## src/rtl/seq_alu.sv

```systemverilog
// Multi-cycle ALU: single-cycle logic/arith/shift ops plus iterative signed MUL/DIV.
// Optional divider enabled by defining ALU_DIV_EN.
module seq_alu #(
  parameter int unsigned WIDTH = 32
) (
  input  logic                 clock,
  input  logic                 clear,
  input  logic                 start,
  input  logic [4:0]           ALU_op,
  input  logic [WIDTH-1:0]     A,
  input  logic [WIDTH-1:0]     B,
  output logic [2*WIDTH-1:0]   C,
  output logic                 busy,
  output logic                 done,
  output logic                 div_by_zero,
  output logic                 illegal_op
);

  localparam int unsigned W2 = 2 * WIDTH;
  localparam int unsigned LW = $clog2(WIDTH);
  localparam int unsigned CW = LW + 1;

  localparam logic [4:0] OP_ADD  = 5'b00001;
  localparam logic [4:0] OP_SUB  = 5'b00010;
  localparam logic [4:0] OP_AND  = 5'b00101;
  localparam logic [4:0] OP_OR   = 5'b00110;
  localparam logic [4:0] OP_NOT  = 5'b00111;
  localparam logic [4:0] OP_NEG  = 5'b01000;
  localparam logic [4:0] OP_MUL  = 5'b01001;
  localparam logic [4:0] OP_SHR  = 5'b01010;
  localparam logic [4:0] OP_SHRA = 5'b01011;
  localparam logic [4:0] OP_SHL  = 5'b01100;
  localparam logic [4:0] OP_ROR  = 5'b01101;
  localparam logic [4:0] OP_ROL  = 5'b01110;
`ifdef ALU_DIV_EN
  localparam logic [4:0] OP_DIV  = 5'b00011;
`endif

  typedef enum logic [1:0] {S_IDLE, S_RUN, S_FIX} state_e;

  state_e            state_q, state_d;
  logic [CW-1:0]     cnt_q, cnt_d;
  logic [W2-1:0]     acc_q, acc_d;
  logic [WIDTH-1:0]  opnd_q, opnd_d;
  logic              neg_lo_q, neg_lo_d;
  logic [W2-1:0]     c_q, c_d;
  logic              busy_q, busy_d;
  logic              done_q, done_d;
  logic              dbz_q, dbz_d;
  logic              ill_q, ill_d;
`ifdef ALU_DIV_EN
  logic              neg_hi_q, neg_hi_d;
  logic              is_div_q, is_div_d;
`endif

  logic [WIDTH-1:0]  abs_a_c, abs_b_c, lo_c;
  logic [LW-1:0]     amt_c;
  logic [W2-1:0]     rot_r_c, rot_l_c;
  logic [WIDTH:0]    mul_sum_c;
  logic [W2-1:0]     mul_step_c, mul_fix_c;
`ifdef ALU_DIV_EN
  logic [WIDTH-1:0]  rsh_c, quo_fix_c, rem_fix_c;
  logic [WIDTH:0]    trial_c;
  logic [W2-1:0]     div_step_c;
`endif

  assign C           = c_q;
  assign busy        = busy_q;
  assign done        = done_q;
  assign div_by_zero = dbz_q;
  assign illegal_op  = ill_q;

  // Operand magnitudes; the most negative value maps to 2^(WIDTH-1) as unsigned.
  assign abs_a_c = A[WIDTH-1] ? (~A + WIDTH'(1)) : A;
  assign abs_b_c = B[WIDTH-1] ? (~B + WIDTH'(1)) : B;

  assign amt_c   = A[LW-1:0];
  assign rot_r_c = {B, B} >> amt_c;
  assign rot_l_c = {B, B} << amt_c;

  // Shift-add step: acc holds {partial product, remaining multiplier bits}.
  assign mul_sum_c  = {1'b0, acc_q[W2-1:WIDTH]}
                    + (acc_q[0] ? {1'b0, opnd_q} : {(WIDTH+1){1'b0}});
  assign mul_step_c = {mul_sum_c, acc_q[WIDTH-1:1]};
  assign mul_fix_c  = neg_lo_q ? (~acc_q + W2'(1)) : acc_q;

`ifdef ALU_DIV_EN
  // Restoring step: acc holds {remainder, dividend/quotient shift register}.
  assign rsh_c      = {acc_q[W2-2:WIDTH], acc_q[WIDTH-1]};
  assign trial_c    = {1'b0, rsh_c} - {1'b0, opnd_q};
  assign div_step_c = trial_c[WIDTH] ? {rsh_c, acc_q[WIDTH-2:0], 1'b0}
                                     : {trial_c[WIDTH-1:0], acc_q[WIDTH-2:0], 1'b1};
  assign quo_fix_c  = neg_lo_q ? (~acc_q[WIDTH-1:0] + WIDTH'(1)) : acc_q[WIDTH-1:0];
  assign rem_fix_c  = neg_hi_q ? (~acc_q[W2-1:WIDTH] + WIDTH'(1)) : acc_q[W2-1:WIDTH];
`endif

  // Single-cycle result (LO half).
  always_comb begin
    lo_c = '0;
    case (ALU_op)
      OP_ADD:  lo_c = A + B;
      OP_SUB:  lo_c = A - B;
      OP_AND:  lo_c = A & B;
      OP_OR:   lo_c = A | B;
      OP_NOT:  lo_c = ~A;
      OP_NEG:  lo_c = WIDTH'(0) - A;
      OP_SHR:  lo_c = B >> amt_c;
      OP_SHRA: lo_c = $unsigned($signed(B) >>> amt_c);
      OP_SHL:  lo_c = B << amt_c;
      OP_ROR:  lo_c = rot_r_c[WIDTH-1:0];
      OP_ROL:  lo_c = rot_l_c[W2-1:WIDTH];
      default: lo_c = '0;
    endcase
  end

  always_ff @(posedge clock or posedge clear) begin
    if (clear) begin
      state_q  <= S_IDLE;
      cnt_q    <= '0;
      acc_q    <= '0;
      opnd_q   <= '0;
      neg_lo_q <= 1'b0;
      c_q      <= '0;
      busy_q   <= 1'b0;
      done_q   <= 1'b0;
      dbz_q    <= 1'b0;
      ill_q    <= 1'b0;
`ifdef ALU_DIV_EN
      neg_hi_q <= 1'b0;
      is_div_q <= 1'b0;
`endif
    end else begin
      state_q  <= state_d;
      cnt_q    <= cnt_d;
      acc_q    <= acc_d;
      opnd_q   <= opnd_d;
      neg_lo_q <= neg_lo_d;
      c_q      <= c_d;
      busy_q   <= busy_d;
      done_q   <= done_d;
      dbz_q    <= dbz_d;
      ill_q    <= ill_d;
`ifdef ALU_DIV_EN
      neg_hi_q <= neg_hi_d;
      is_div_q <= is_div_d;
`endif
    end
  end

  always_comb begin
    state_d  = state_q;
    cnt_d    = cnt_q;
    acc_d    = acc_q;
    opnd_d   = opnd_q;
    neg_lo_d = neg_lo_q;
    c_d      = c_q;
    busy_d   = busy_q;
    done_d   = 1'b0;
    dbz_d    = dbz_q;
    ill_d    = ill_q;
`ifdef ALU_DIV_EN
    neg_hi_d = neg_hi_q;
    is_div_d = is_div_q;
`endif

    case (state_q)
      S_IDLE: begin
        if (start) begin
          dbz_d = 1'b0;
          ill_d = 1'b0;
          case (ALU_op)
            OP_ADD, OP_SUB, OP_AND, OP_OR, OP_NOT, OP_NEG,
            OP_SHR, OP_SHRA, OP_SHL, OP_ROR, OP_ROL: begin
              c_d    = {{WIDTH{1'b0}}, lo_c};
              done_d = 1'b1;
            end
            OP_MUL: begin
              busy_d   = 1'b1;
              state_d  = S_RUN;
              cnt_d    = '0;
              acc_d    = {{WIDTH{1'b0}}, abs_a_c};
              opnd_d   = abs_b_c;
              neg_lo_d = A[WIDTH-1] ^ B[WIDTH-1];
`ifdef ALU_DIV_EN
              is_div_d = 1'b0;
`endif
            end
`ifdef ALU_DIV_EN
            OP_DIV: begin
              if (B == '0) begin
                c_d    = {A, {WIDTH{1'b1}}};
                dbz_d  = 1'b1;
                done_d = 1'b1;
              end else begin
                busy_d   = 1'b1;
                state_d  = S_RUN;
                cnt_d    = '0;
                acc_d    = {{WIDTH{1'b0}}, abs_a_c};
                opnd_d   = abs_b_c;
                neg_lo_d = A[WIDTH-1] ^ B[WIDTH-1];
                neg_hi_d = A[WIDTH-1];
                is_div_d = 1'b1;
              end
            end
`endif
            default: begin
              c_d    = '0;
              ill_d  = 1'b1;
              done_d = 1'b1;
            end
          endcase
        end
      end
      S_RUN: begin
        cnt_d = cnt_q + CW'(1);
`ifdef ALU_DIV_EN
        acc_d = is_div_q ? div_step_c : mul_step_c;
`else
        acc_d = mul_step_c;
`endif
        if (cnt_q == CW'(WIDTH - 1)) begin
          state_d = S_FIX;
        end
      end
      S_FIX: begin
        state_d = S_IDLE;
        busy_d  = 1'b0;
        done_d  = 1'b1;
`ifdef ALU_DIV_EN
        c_d     = is_div_q ? {rem_fix_c, quo_fix_c} : mul_fix_c;
`else
        c_d     = mul_fix_c;
`endif
      end
      default: state_d = S_IDLE;
    endcase
  end

endmodule

```

## config.mk

```make
export PLATFORM = sky130hd
export DESIGN_NAME = seq_alu
export DESIGN_NICKNAME = d
export VERILOG_FILES = /design/src/rtl/seq_alu.sv
export SDC_FILE = /design/constraint.sdc
export NUM_CORES = 1
export LEC_CHECK = 0
export BUFFER_PORTS_ARGS = -buffer_cell sky130_fd_sc_hd__buf_2
export CAP_MARGIN = 20
export CORE_MARGIN = 5
export CORE_UTILIZATION = 35
export CTS_BUF_LIST = sky130_fd_sc_hd__clkbuf_16
export CTS_CLUSTER_SIZE = 20
export DETAILED_ROUTE_END_ITERATION = 8
export GPL_ROUTABILITY_DRIVEN = 0
export PLACE_DENSITY_LB_ADDON = 0.05
export SLEW_MARGIN = 30
export SYNTH_ARGS = -nofsm -noshare
export SYNTH_HDL_FRONTEND = slang
export SYNTH_SLANG_ARGS = --single-unit
```

## constraint.sdc

```tcl
create_clock -name clock -period 7.1 [get_ports clock]
set_input_delay 0.71 -clock clock [delete_from_list [all_inputs] [get_ports clock]]
set_output_delay 0.71 -clock clock [all_outputs]
set_load 0.05 [all_outputs]
```

==> impl_summary.txt, run 1 <==
----------------------------------------------------
[CTS]
  CTS hold repair buffers ... 0
  H-tree levels ... 4
  Number of clock sinks seen by CTS ... ~170
  Root buffer selected by CTS ... sky130_fd_sc_hd__clkbuf_16
  Maximum root-to-sink buffer count ... 2
  CTS tree ... yes
  Post-cts resize count ... 0
  Post-CTS repair timing setup buffer count ... 0
  Total clock buffers created by CTS ... 17
  Register clock-pin slew on the reported worst setup and hold paths ... around 0.07 ns
  Clock latency on the worst-skew pair ... about 0.48 ns

[STA]
  Final slew viol count ... 0
  Unrepaired setup endpoints after global routing ... false
  Number of failing setup endpoints in the final timing report ... 0
  Setup tns final ... 0 ns
  Final worst-path cycle share ... 0.782
  Slew Limit Headroom ... 0.334
  Hold violation total from the final report ... 0
  Layout Skew ... 0.0121 ns
  Transition time of the tightest slew-check pin ... between 0.9 and 1 ns
  Time the worst path needs with I/O delays and setup ... 5.55 ns
  Max Clk Rate ... between 0.15 and 0.2 GHz

[Finish]
  Post-Layout Cell Count ... 3286
  Most common library cell in the layout ignoring fill and taps ... sky130_fd_sc_hd__nand2_1
  Area of all sequential standard cells ... around 4300 um2
  Final layout net count ... 2662
  Share of cells above drive strength 1 ... 0.134
  Filler cell count ... 5955
  Layout-stage area growth over the synthesis result ... 9.03%
  Highest-count cells in the layout ignoring fill and taps ... 286 x sky130_fd_sc_hd__nand2_1, 239 x sky130_fd_sc_hd__o21ai_0, 218 x sky130_fd_sc_hd__nor2_1
  Footprint of the multi-input gates ... roughly 15000 um2

[Global routing]
  All-Layer GR Usage ... 0.298
  Antenna violations before repair ... 9
  Pin count of the biggest net entering global routing ... about 110
  First-pass GRT wire length ... 136000 um
  Aggregate global routing overflow ... 0
  Via count of the first global-routing pass ... 19800

[Drt]
  Antenna Violating Nets Remaining ... 0
  Residual DRC count ... 0
  Routed vias ... approximately 21000
  Number of design-rule violations left by the first detailed-router iteration ... 2557
  Final routed wire length divided by cell count ... about 28 um
  TritonRoute pass-1 iters ... 6
  Post-detailed-route via-to-cell ratio ... roughly 6.4
  Routed WL ... 93500 um

[Die]
  Core ar. ... 56400 um2
  Starting utilization of the core area ... 0.353
  Overall die area ... 61700 um2
  Number of standard-cell rows in the floorplan ... slightly below 90
  Die Height ... approximately 250 um
  Top-level port count ... 140
  Chip width ... 248 um

[Setup path]
  CP max stage delay ... 0.58 ns
  CP Buf/Inv Count ... 1
  Type of element launching the critical path ... primary input
  Type of destination of the critical path ... register
  Required @ worst endpoint ... about 7.5 ns
  Worst reg2reg path endpoint ... acc_q[63]
  Slowest stage cell on the critical path ... sky130_fd_sc_hd__o41ai_1
  Reg-to-Reg Start ... acc_q[0]
  Data arrival time at the worst-slack endpoint ... around 5.9 ns
  Cell breakdown of the critical path ... buf_2, or3_1, or3_1, or3_1, or3_1, or3_1, o31ai_1, xor2_1, ha_1, a21oi_1, o21ai_0, nor2_1, a21oi_1, o41ai_1, o21ai_0, mux2_2, a211o_1
  Internal reg-to-reg setup slack ... between 2 and 3 ns
  Path type of the worst setup path ... primary input to register
  Most repeated library cell on the critical path ... sky130_fd_sc_hd__or3_1
  Family with the most delay on the worst path ... simple AND/OR/NAND/NOR gates
  Maximum fanout encountered on the critical timing path ... 21
  Depth of the worst register-to-register path ... 12

[Worst hold path]
  Worst min-delay path category ... primary input to async pin

[Synthesis]
  Flip-flop cell with the highest count after synthesis ... sky130_fd_sc_hd__dfrtp_1
  Syn. warnings ... 0
  Count of distinct cell types in the synthesized netlist ... 88
  Post-synthesis sequential element count ... 172
  Cells after synthesis ... 2545
  Synthesized netlist net count ... about 2700
  Area of the mapped netlist ... around 20000 um2
  Number of flops mapped to enable cells by yosys ... 0
  Async set-reset flop share out of synthesis ... 1.00
  Proportion of synthesized chip area in sequential cells ... 0.216
  Syn avg cell area ... between 7 and 8 um2

[Power and ir drop]
  Total power density per cell area ... 271 nW/um2
  IR drop worst, VDD ... ~0.21 mV
  Lkg Pwr ... a little over 0.009 uW

[Placed design]
  Inst Count DP ... roughly 3300
  Post-detail-place hpwl ... about 70000 um
  Port Buf Inserts ... around 140

[Run]
  Count of max-cap constraint violations ... 0

[Run status]
  Status ... completed

----------------------------------------------------
## flip-flops by register name (all words and copies together), names as in the netlist, 2 cells and up
register	count
C	64
acc_q	64
opnd_q	32
cnt_q	6
state_q	2
## layout make-up
class,count,area share
multi-input cells,2100,0.673
flip-flops and latches,172,0.199
repair buffers,179,0.0465
well taps,756,0.0436
clock buffers,17,0.0196
clock inverters,15,0.0102
inverters,45,0.00814
diodes,2,0.000231
## Yosys cell counts, types with 15 or more instances
library cell	n	area, um2
sky130_fd_sc_hd__o21a_1	15	113
sky130_fd_sc_hd__dfrtp_1	172	4300
sky130_fd_sc_hd__mux4_2	74	1670
sky130_fd_sc_hd__a31oi_1	25	156
sky130_fd_sc_hd__inv_1	43	161
sky130_fd_sc_hd__buf_1	35	131
sky130_fd_sc_hd__nand2b_1	33	206
sky130_fd_sc_hd__nor2_1	219	822
sky130_fd_sc_hd__o21ai_0	239	1200
sky130_fd_sc_hd__clkbuf_1	179	672
sky130_fd_sc_hd__nor3_1	42	210
sky130_fd_sc_hd__a21oi_1	157	786
sky130_fd_sc_hd__or4_1	16	120
sky130_fd_sc_hd__xor2_1	147	1290
sky130_fd_sc_hd__a211oi_1	19	143
sky130_fd_sc_hd__o41ai_1	17	149
sky130_fd_sc_hd__nand4_1	21	131
sky130_fd_sc_hd__a221oi_1	15	131
sky130_fd_sc_hd__o31ai_1	38	285
sky130_fd_sc_hd__nand2_1	287	1080
sky130_fd_sc_hd__a221o_1	15	150
sky130_fd_sc_hd__a22oi_1	40	300
sky130_fd_sc_hd__xnor2_1	64	561
sky130_fd_sc_hd__nor4_1	22	138
sky130_fd_sc_hd__and3_1	18	113
sky130_fd_sc_hd__mux2i_1	57	571
sky130_fd_sc_hd__ha_1	73	913
sky130_fd_sc_hd__and2_1	38	238
sky130_fd_sc_hd__a21o_1	29	218
sky130_fd_sc_hd__o211ai_1	33	248
sky130_fd_sc_hd__or3_1	32	200
sky130_fd_sc_hd__o22ai_1	24	150
sky130_fd_sc_hd__nand3_1	77	385
## kinds of logic (layout without fill, tap and decap cells)
logic type,count (synthesis),in the layout,synth area share
buffers and inverters,273,256,0.0529
and+or+nand+nor,871,871,0.209
xor gates and xnor gates,212,212,0.0937
muxes,145,145,0.120
DFF,172,172,0.216
AOI/OAI and AO/OA,796,796,0.260
adders and majority gates,75,75,0.0479
other,1,3,0.000189
## worst reg2reg max path, cell delays in order, from the launching register on
cell and delay, ns:
sky130_fd_sc_hd__dfrtp_1 0.36, sky130_fd_sc_hd__buf_4 0.22, sky130_fd_sc_hd__and2_1 0.20, sky130_fd_sc_hd__ha_1 0.21, sky130_fd_sc_hd__fa_1 0.41, sky130_fd_sc_hd__a21o_1 0.19
sky130_fd_sc_hd__a221oi_1 0.63, sky130_fd_sc_hd__o211ai_1 0.32, sky130_fd_sc_hd__a211o_1 0.39, sky130_fd_sc_hd__a31o_2 0.29, sky130_fd_sc_hd__a311oi_1 0.47, sky130_fd_sc_hd__o311ai_0 0.21
sky130_fd_sc_hd__nor2b_1 0.18
## per-layer routing
metal,vias up,global-route usage,wire length (um)
met3,247,0.0629,8820
met2,1140,0.447,40100
li1,9400,-,-
met4,4,0.147,5240
met1,10231,0.408,39400
met5,-,0,27
## power breakdown
part	total, uW	internal (uW)	switching [uW]
Sequential	1670	1280	396
Clock	1070	624	443
Combinational	3130	1060	2070
Total	5870	2960	2910
## stage by stage
step	power [uW]	hold WS, ns	setup slack [ns]	utilization	area (um2)
floorplan	3770	0.438	1.61	-	19900
global placement	4780	0.456	1.12	0.373	21000
finish	5870	0.338	1.55	0.385	21700
global route	6250	0.409	1.12	0.384	21700
detailed placement	4790	0.460	1.10	0.373	21000
CTS	5880	0.363	1.63	0.384	21700
## worst max path at each step
| stage | from | endpoint | slack, ns | depth (start not counted) |
|---|---|---|---|---|
| CTS | B[2] | C[28] | 1.63 | 17 |
| finish | B[2] | C[28] | 1.55 | 17 |
| global placement | B[2] | C[28] | 1.12 | 17 |
| detailed placement | B[2] | C[28] | 1.10 | 17 |
| global route | B[0] | C[29] | 1.12 | 18 |
| floorplan | B[0] | C[29] | 1.61 | 20 |
Note: power is estimated with default switching activity, not from simulation.
==> run 2, diff against run 1 <==
ABC_AREA = 1   (was default)
clock period = 5.8 ns   (was 7.1 ns; I/O delays follow)
==> run 2 against run 1 <==
  * Combinational power is 2% higher
  * Hold slack worse by 0.22 ns
  * Die area rose by 6.4%
  * First-iteration DRC count is 55% higher
  * Clock-buffer cell count is the same
  * Cell count up 37%
  * Via count rose by 29%
  * Largest power group unchanged
  * Largest cell class unchanged
  * Sequential share of layout area decreased by 1.0 points
  * Global-route usage up 4.0 points
  * Cell area up 5.4%
==> impl_summary.txt, run 2 <==
----------------------------------------------------
[Power and ir drop]
  Cell-internal power ... 2990 uW (+0.89%)
  Switching power of the nets ... 3330 uW (+15%)
  Combinational share of power ... 0.506 (-0.028)
  Total power density per cell area ... 276 nW/um2 (+2.1%)
  Fraction of power consumed by the clock network ... 0.188 (+0.006)
  Sequential power share ... 0.306 (+0.021)
  Total chip power ... 6320 uW (+7.6%)
  Switch share ... 0.527 (+0.0317)
  IR drop worst, VDD ... 0.222 mV (+6.0%)
  Lkg Pwr ... 0.0111 uW (+21%)

[STA]
  Final worst-path cycle share ... 0.764
  Time the worst path needs with I/O delays and setup ... between 4 and 5 ns
  Hold violation total from the final report ... 0 (unchanged)
  Transition time of the tightest slew-check pin ... 1.07 ns (+0.0794 ns)
  Max Clk Rate ... ~0.23 GHz
  Layout Skew ... 0.0198 ns (+0.00770 ns)
  Number of failing setup endpoints in the final timing report ... 0 (unchanged)
  Unrepaired setup endpoints after global routing ... false
  Final slew viol count ... 0 (unchanged)
  Slew Limit Headroom ... 0.285 (-0.0495)
  Setup tns final ... 0 ns (unchanged)

[Synthesis]
  Largest cells by area after synthesis ... sky130_fd_sc_hd__dfrtp_1 20%, sky130_fd_sc_hd__nand2_1 19%, sky130_fd_sc_hd__nand3_1 9.2%
  Area of the mapped netlist ... 21200 um2 (+6.7%)
  Leading cell type by number of instances after synthesis ... sky130_fd_sc_hd__nand2_1
  Count of distinct cell types in the synthesized netlist ... 62 (-30%)
  Proportion of synthesized chip area in sequential cells ... 0.203 (-0.0136)
  Cells after synthesis ... 3700 (+45%)
  Post-synth top area share ... 0.203 (-0.0136)
  Number of flops mapped to enable cells by yosys ... 0 (unchanged)
  Flip-flop cell with the highest count after synthesis ... sky130_fd_sc_hd__dfrtp_1
  Syn. warnings ... 0 (unchanged)
  Synthesized netlist net count ... 3847 (+43%)
  Post-synthesis sequential element count ... 172 (unchanged)
  Async set-reset flop share out of synthesis ... 1.00 (unchanged)
  Library cell occupying the most area in the post-synthesis netlist ... sky130_fd_sc_hd__dfrtp_1
  Syn avg cell area ... 5.73 um2 (-27%)
  Most numerous cell types in the synthesized netlist ... 1096 x sky130_fd_sc_hd__nand2_1, 399 x sky130_fd_sc_hd__nor2_1, 388 x sky130_fd_sc_hd__nand3_1

[Setup path]
  Most repeated library cell on the critical path ... sky130_fd_sc_hd__nand2_1
  Data arrival time at the worst-slack endpoint ... 4.84 ns (-1.08 ns)
  Maximum fanout encountered on the critical timing path ... 8 (-62%)
  Required @ worst endpoint ... 6.20 ns (-1.26 ns)
  Path type of the worst setup path ... primary input to register
  Worst setup path endpoint ... C[26]
  Type of element launching the critical path ... primary input
  Type of destination of the critical path ... register
  Reg-to-Reg Start ... acc_q[0]
  CP max stage delay ... 0.42 ns (-0.16 ns)
  Depth of the worst register-to-register path ... 14 (+2)
  Cell breakdown of the critical path ... buf_2, inv_1, ha_1, nand3_2, nor3_4, nand4_2, nor2_2, nand2_2, nor3_2, xor2_1, nand2_1, o21ai_0, ha_1, nand2_1, nor2_1, nand2_1, nor4_1, nand2_1, nand4_1, nand3_1, nand4_1, nand2_1, a21oi_1
  Slowest stage cell on the critical path ... sky130_fd_sc_hd__ha_1
  Internal reg-to-reg setup slack ... 2.63 ns (-0.31 ns)
  Worst reg2reg path endpoint ... C[60]
  First element of the critical path ... B[0]

[Die]
  Top-level port count ... 140 (unchanged)
  Starting utilization of the core area ... 0.352 (-0.000533)
  Number of standard-cell rows in the floorplan ... 90 (+3.4%)
  Chip width ... 256 um (+3.2%)
  Die Height ... 256 um (+3.2%)
  Core ar. ... 60200 um2 (+6.8%)
  Overall die area ... 65600 um2 (+6.4%)

[CTS]
  Post-cts resize count ... 0 (unchanged)
  Root buffer selected by CTS ... sky130_fd_sc_hd__clkbuf_16
  CTS tree ... yes
  Post-CTS repair timing setup buffer count ... 0 (unchanged)
  CTS hold repair buffers ... 0 (unchanged)
  Maximum root-to-sink buffer count ... 2 (unchanged)
  H-tree levels ... 4 (unchanged)
  Register clock-pin slew on the reported worst setup and hold paths ... 0.06 ns (about the same)
  Total clock buffers created by CTS ... 17 (unchanged)
  Clock latency on the worst-skew pair ... 0.50 ns (+0.02 ns)
  Number of clock sinks seen by CTS ... 172 (unchanged)

[Drt]
  TritonRoute pass-1 iters ... 7 (+1)
  Routed WL ... 116000 um (+24%)
  Routed vias ... 27108 (+29%)
  Number of design-rule violations left by the first detailed-router iteration ... 3952 (+55%)
  Residual DRC count ... 0 (unchanged)
  Post-detailed-route via-to-cell ratio ... 6.03 (-5.7%)
  Final routed wire length divided by cell count ... 25.8 um (-9.4%)
  Antenna Violating Nets Remaining ... 0 (unchanged)

[Global routing]
  Via count of the first global-routing pass ... 25081 (+27%)
  First-pass GRT wire length ... 169000 um (+24%)
  Aggregate global routing overflow ... 0 (unchanged)
  Antenna violations before repair ... 3 (-6)
  All-Layer GR Usage ... 0.338 (+0.0405)
  Pin count of the biggest net entering global routing ... 79 (-25%)

[Finish]
  Layout-stage area growth over the synthesis result ... 7.77%
  Most common library cell in the layout ignoring fill and taps ... sky130_fd_sc_hd__nand2_1
  Share of cells above drive strength 1 ... 0.0736 (-0.0609)
  Final layout net count ... 3845 (+44%)
  Highest-count cells in the layout ignoring fill and taps ... 1093 x sky130_fd_sc_hd__nand2_1, 399 x sky130_fd_sc_hd__nor2_1, 388 x sky130_fd_sc_hd__nand3_1

[Worst hold path]
  Worst min-delay path category ... primary input to async pin

[Placed design]
  Port Buf Inserts ... 138 (unchanged)
  Post-detail-place hpwl ... 90500 um (+29%)

[Run status]
  Status ... completed

[Run]
  Count of max-cap constraint violations ... 0 (unchanged)

----------------------------------------------------
==> run 2: cell families (layout without fill, tap and decap cells) <==
| family | after synthesis | count (layout) | synth area share |
|---|---|---|---|
| AND/OR/NAND/NOR | 2079 | 2079 | 0.417 |
| AO/OA/AOI/OAI | 801 | 801 | 0.212 |
| buffers and inverters | 507 | 518 | 0.0959 |
| flip-flops | 172 | 172 | 0.203 |
| adder cells (fa/ha/maj) | 75 | 75 | 0.0449 |
| XOR/XNOR | 64 | 64 | 0.0264 |
| other | 1 | 3 | 0.000177 |
| multiplexers | 1 | 1 | 0.000472 |
==> run 2: routing by layer <==
| layer | vias up | routed length, um | GRT usage |
|---|---|---|---|
| met4 | 2 | 8990 | 0.213 |
| met2 | 1691 | 46700 | 0.484 |
| met1 | 12668 | 48200 | 0.469 |
| met5 | - | 16 | 0 |
| met3 | 324 | 12000 | 0.0624 |
| li1 | 12423 | - | - |
==> run 2: power groups by stage <==
stage | combinational, uW | sequential, uW | clock [uW]
2_1_floorplan | 2110 | 1850 | 0
3_3_place_gp | 3100 | 1940 | 0
3_5_place_dp | 3110 | 1940 | 0
4_1_cts | 3130 | 1920 | 1210
5_1_grt | 3530 | 1970 | 1260
6_report | 3200 | 1940 | 1190
==> run 2: worst max-delay path: cells and delay by family <==
| kind | cells | cell delay, ns |
|---|---|---|
| AND/OR/NAND/NOR | 16 | 2.74 |
| AO/OA/AOI/OAI | 2 | 0.28 |
| adder cells (fa/ha/maj) | 2 | 0.69 |
| XOR/XNOR | 1 | 0.12 |
| buffers and inverters | 2 | 0.39 |
==> run 2: metrics by stage <==
step | worst slack (ns) | hold WS, ns | area, um2 | std cells | util
floorplan | 0.560 | 0.406 | 21200 | 3700 | -
detailed placement | 1.06 | 0.416 | 22300 | 4461 | 0.370
CTS | 1.57 | 0.137 | 22900 | 4493 | 0.379
global placement | 1.10 | 0.418 | 22300 | 4461 | 0.370
finish | 1.37 | 0.121 | 22900 | 4495 | 0.380
global route | 1.20 | 0.154 | 22900 | 4493 | 0.379
==> run 2: layout make-up <==
class	instances	area, um2
well taps	782	978
fillers	6819	37400
clock buffers	17	425
flip-flops and latches	172	4310
diodes	2	5.00
clock inverters	15	135
multi-input cells	3021	14900
inverters	317	1200
repair buffers	169	923
==> run 2: how the worst min path moves through the flow <==
stage               depth (start not counted)  slack (ns)  startpoint          to
floorplan                                   1        0.41    cnt_q[5]  state_q[1]
global placement                            1        0.42    cnt_q[5]  state_q[1]
detailed placement                          1        0.42    cnt_q[5]  state_q[1]
CTS                                         2        0.14       clear       C[24]
global route                                2        0.15       clear   acc_q[16]
finish                                      2        0.12       clear   acc_q[16]
